[src/rtl/counter_pkg.sv]
// -----------------------------------------------------------------------------
// counter_pkg
// Types and helpers shared by the counter family.
//   cnt_state_t     : down_counter control state (IDLE/RUN/HALT, fixed encoding)
//   reload_val_ok() : range check for the reload constant, used at elaboration
// -----------------------------------------------------------------------------
package counter_pkg;

    typedef enum logic [1:0] {
        IDLE = 2'b00,
        RUN  = 2'b01,
        HALT = 2'b10
    } cnt_state_t;

    // Reload must be a non-zero value that fits in the counter width.
    function automatic bit reload_val_ok(input int width, input longint unsigned val);
        if (width < 1) begin
            return 1'b0;
        end
        if (width >= 64) begin
            return val >= 64'd1;
        end
        return (val >= 64'd1) && (val < (64'd1 << width));
    endfunction

endpackage

[src/rtl/tff_sync.sv]
// -----------------------------------------------------------------------------
// tff_sync
// T flip-flop with synchronous active-low reset.
//   clk   : rising-edge clock
//   reset : synchronous active-low reset (q -> 0)
//   t     : toggle request, q inverts on the edge when t = 1
//   q     : registered output
// -----------------------------------------------------------------------------
module tff_sync (
    input  logic clk,
    input  logic reset,
    input  logic t,
    output logic q
);

    logic q_q;

    always_ff @(posedge clk) begin
        if (!reset) begin
            q_q <= 1'b0;
        end else if (t) begin
            q_q <= ~q_q;
        end
    end

    assign q = q_q;

endmodule

[src/rtl/down_counter.sv]
// -----------------------------------------------------------------------------
// down_counter
// Synchronous modulo down counter with parallel load, count enable,
// free-running / one-shot mode and a registered terminal-count pulse.
//   clk      : rising-edge clock
//   reset    : synchronous active-low reset
//   en       : count enable, one decrement per enabled edge
//   load     : parallel load strobe (beats en)
//   load_val : value loaded when load = 1
//   one_shot : 1 = stop at zero (HALT), 0 = wrap to RELOAD_VAL
//   q        : current count
//   tc       : one-cycle terminal-count pulse, the edge after q == 0 is counted
//   busy     : high while in RUN
//   tog      : divide-by-2*(RELOAD_VAL+1) square wave, flips on every tc
//              (present only when DOWN_COUNTER_TOG_EN is defined)
// -----------------------------------------------------------------------------
module down_counter
    import counter_pkg::*;
#(
    parameter int          WIDTH      = 4,
    parameter int unsigned RELOAD_VAL = 2**WIDTH - 1
) (
    input  logic             clk,
    input  logic             reset,
    input  logic             en,
    input  logic             load,
    input  logic [WIDTH-1:0] load_val,
    input  logic             one_shot,
    output logic [WIDTH-1:0] q,
    output logic             tc,
`ifdef DOWN_COUNTER_TOG_EN
    output logic             tog,
`endif
    output logic             busy
);

    if (!reload_val_ok(WIDTH, 64'(RELOAD_VAL))) begin : g_bad_reload
        $error("down_counter: RELOAD_VAL must satisfy 1 <= RELOAD_VAL < 2**WIDTH");
    end

    localparam logic [WIDTH-1:0] RELOAD = WIDTH'(RELOAD_VAL);

    cnt_state_t       state_q, state_d;
    logic [WIDTH-1:0] cnt_q, cnt_d;
    logic             tc_q, tc_d;

    always_comb begin
        // NOTE: every output of this block gets a default first, so no path
        // leaves a signal unassigned and no latch is inferred.
        state_d = state_q;
        cnt_d   = cnt_q;
        tc_d    = 1'b0;

        if (load) begin
            cnt_d   = load_val;
            state_d = RUN;
        end else if (en && (state_q != HALT)) begin
            // IDLE counts exactly like RUN and moves to RUN on its first edge.
            if (cnt_q != '0) begin
                cnt_d   = cnt_q - WIDTH'(1);
                state_d = RUN;
            end else begin
                // Zero is the wrap/halt point, never a modulo underflow.
                tc_d = 1'b1;
                if (one_shot) begin
                    cnt_d   = '0;
                    state_d = HALT;
                end else begin
                    cnt_d   = RELOAD;
                    state_d = RUN;
                end
            end
        end
    end

    // NOTE: state registers use non-blocking assignments so every flop samples
    // the pre-edge values regardless of block ordering.
    always_ff @(posedge clk) begin
        if (!reset) begin
            state_q <= IDLE;
            cnt_q   <= RELOAD;
            tc_q    <= 1'b0;
        end else begin
            state_q <= state_d;
            cnt_q   <= cnt_d;
            tc_q    <= tc_d;
        end
    end

    assign q    = cnt_q;
    assign tc   = tc_q;
    assign busy = (state_q == RUN);

`ifdef DOWN_COUNTER_TOG_EN
    // Toggle on the same edge that raises tc; load never touches it.
    tff_sync u_tog (
        .clk   (clk),
        .reset (reset),
        .t     (tc_d),
        .q     (tog)
    );
`endif

endmodule

[config.mk]
export PLATFORM = sky130hd
export DESIGN_NAME = down_counter
export DESIGN_NICKNAME = d
export VERILOG_FILES = /design/src/rtl/counter_pkg.sv /design/src/rtl/tff_sync.sv /design/src/rtl/down_counter.sv
export SDC_FILE = /design/constraint.sdc
export NUM_CORES = 1
export LEC_CHECK = 0
export CAP_MARGIN = 20
export CORE_MARGIN = 2
export CORE_UTILIZATION = 26
export CTS_CLUSTER_DIAMETER = 100
export CTS_CLUSTER_SIZE = 14
export DETAILED_ROUTE_END_ITERATION = 6
export SLEW_MARGIN = 20
export SYNTH_ARGS = -nofsm -noshare
export SYNTH_HDL_FRONTEND = slang
export SYNTH_HIERARCHICAL = 1
export SYNTH_SLANG_ARGS = --single-unit
[constraint.sdc]
create_clock -name clk -period 2 [get_ports clk]
set_clock_uncertainty 0.2 [all_clocks]
set_input_delay 0.4 -clock clk [delete_from_list [all_inputs] [get_ports clk]]
set_output_delay 0.4 -clock clk [all_outputs]
set_load 0.02 [all_outputs]
==> impl_results.md <==
* Final Hold Viols at 0
* Peak VDD IR at 0.0002128 V
* Max-slew violations at 0
* Wire length on met1 at 478 um
* Synthesis-to-layout area growth at 57.28%
* Synth top area share at roughly a third
* Met2 WL at 431 um
* Ant diodes at 0
* Crit path max-delay family: buffers and inverters
* Worst-margin pin slew at 334.5 ps
* Die H at 43.43 um
* Slew headroom at between 70% and 80%
* Crit-path cells: clkdlybuf4s50_1
* Root buf cell: clkbuf_4
* Clock latency on the worst-skew pair at 260 ps
* Static Leak at 0.0002723 uW
* Mapped Area at slightly above 400 um^2
* Register area at 140.1 um^2
* Remaining global-route overflow at 0
* Filler cells at 148
* Critical path buffers and inverters at 1
* Tmin final at 1850 ps
* Avg Vias per Cell at 4.920
* Crit share post-route at 92.51%
* Drt first-iter violations at 3
* Setup violations, final at 0
* # port buffers at 14
* Sequential area share after synthesis at 34.67%
* Mapped Cells at between 40 and 50
* CP required at 1400 ps
* Unique masters post-synth at 26
* Crit Path Max Fanout at 4
* I/O Pins at 15
* Largest net degree at the start of global routing at 10
* Post-layout utilization of the core at 42.69%
* Max cap viols at 0
* Multi-input logic area at 241.5 um^2
* Clk slew on worst S/H paths at ~50 ps
* Hold Buf Count CTS at 0
* RSZ-0062 raised after global routing: no
* Avg WL per Cell at between 10 and 15 um
* Rows at 14
* CP peak stage delay at 620 ps
* WS Path Type: flip-flop to output port
* WP data arrival at 1250 ps
* Critical path endpoint category: output port
* Core footprint at 1489 um^2
* ANT nets after route at 0
* Vias in the first global route at 392
* Synthesis Warnings at 6
* DRC at 0
* CTS tree: done
* Mapped Avg Cell Area at 8.420 um^2
* #FFs+latches synth at 7
* Cell taking the most area after synthesis: dfxtp_1
* Worst R2R Setup Slack at 240 ps
* Worst Hold Class: flip-flop to flip-flop
* WHS at around 290 ps
* H-tree levels at 1
* TritonCTS Buffers at 3
* P per Cell Area at 590.8 nW/um^2
* Critical path startpoint category: flip-flop
* Top cells by area, synth: dfxtp_1 (35%), a21oi_1 (5.0%), nand2_1 (4.6%)
* DR pass1 iterations at 4
* Slowest stage cell, crit path: clkdlybuf4s50_1
* Chip width at ~43 um
* Final WL at 991 um
* Detailed placement HPWL at approximately 740 um
* Status: complete, no violations
* Die Area at 1886 um^2
* First-pass GRT wire length at 1669 um
* GP Congestion at about 0.74
* Final net count at between 80 and 90
* GRT Overall Usage at 12.75%
* Syn_nets at 58
* Via count at 428
* Initial Util at 27.14%
* Layout cells sized above 1 at 21.13%
* Met3 WL post-DR at 49 um
* CTS max path bufs at 2
* Initial antenna violation count at 0
* Fmax at 540.5 MHz
* Clock Sinks at 7
* Highest routed layer: met4
==> cells in the final DEF (no fill, tap or decap), types with 3 or more instances in the layout <==
cell and instances:
nand2_1 5, clkbuf_4 3, nor2_1 3, dfxtp_1 7, clkdlybuf4s50_1 11, nor3_1 3
inv_1 4, buf_4 6, a21oi_1 4
==> power by group <==
group | switching [uW] | total, uW | leakage [uW] | internal [uW]
Sequential | 10.4 | 158 | 0.0000579 | 147
Clock | 57.5 | 134 | 0.0000150 | 76.5
Combinational | 37.1 | 83.9 | 0.000199 | 46.8
==> sequential cells by signal, summed over array words and instances (netlist names) <==
name and cells:
q 4, state_q 2, tc 1
==> area by class of cell <==
| cell class | instances | area share [%] |
|---|---|---|
| clock buffers | 4 | 4.134 |
| well taps | 16 | 3.150 |
| repair buffers | 20 | 29.72 |
| inverters | 5 | 2.953 |
| flip-flops and latches | 7 | 22.05 |
| multi-input cells | 35 | 37.99 |
==> cells in the mapped netlist <==
library cell,instances
mux2_1,1
nor2b_1,1
inv_1,4
nor4_1,1
o211ai_1,1
ha_1,1
nor2_2,1
nand3_1,2
nor3_1,3
nand2b_1,1
dfxtp_1,7
o211ai_2,1
clkbuf_1,1
a32oi_1,1
inv_2,1
or3b_4,1
or4b_4,1
o21a_1,2
nor2_1,3
o21ai_1,1
nand2_1,5
o31a_1,1
a21oi_1,4
o311ai_2,1
o311ai_1,1
mux2i_1,1
==> through the flow <==
stage	std cells	cell area [um^2]	setup TNS, ps	setup slack (ps)	power (uW)
2_1_floorplan	48	404.1	0	215.6	198.0
3_3_place_gp	83	605.6	-15.23	-15.23	246.6
3_5_place_dp	83	605.6	-45.06	-45.06	246.4
4_1_cts	87	630.6	0	25.61	378.9
5_1_grt	87	635.6	0	97.01	398.4
6_report	87	635.6	0	149.9	375.5
==> layer usage <==
layer  track usage, %  vias up
met5                0        -
li1                 -      223
met4            9.091        0
met1            16.50      189
met3            5.000        5
met2            17.01       11
==> what timing repair did <==
action / 4_1_cts / 5_1_grt
resized for setup: 1 / 2
endpoints found under the setup margin: 1 / 2
buffers inserted: 0 / 0
==> worst paths after layout <==
kind,start,depth (start not counted),to
max reg2reg,q[0]$_SDFFE_PN1P_,6,q[3]$_SDFFE_PN1P_
min reg2reg,state_q[1]$_SDFFE_PP0P_,2,state_q[1]$_SDFFE_PP0P_
min,state_q[1]$_SDFFE_PP0P_,2,state_q[1]$_SDFFE_PP0P_
max,q[1]$_SDFFE_PN1P_,1,q[1]
==> kinds of logic after synthesis <==
| family | synth area share [%] |
|---|---|
| buf+inv | 5.570 |
| mux | 5.263 |
| simple gates | 26.01 |
| compound gates | 25.39 |
| flops | 34.67 |
| fa+ha+maj | 3.095 |
Note: power is estimated with default switching activity, not from simulation.
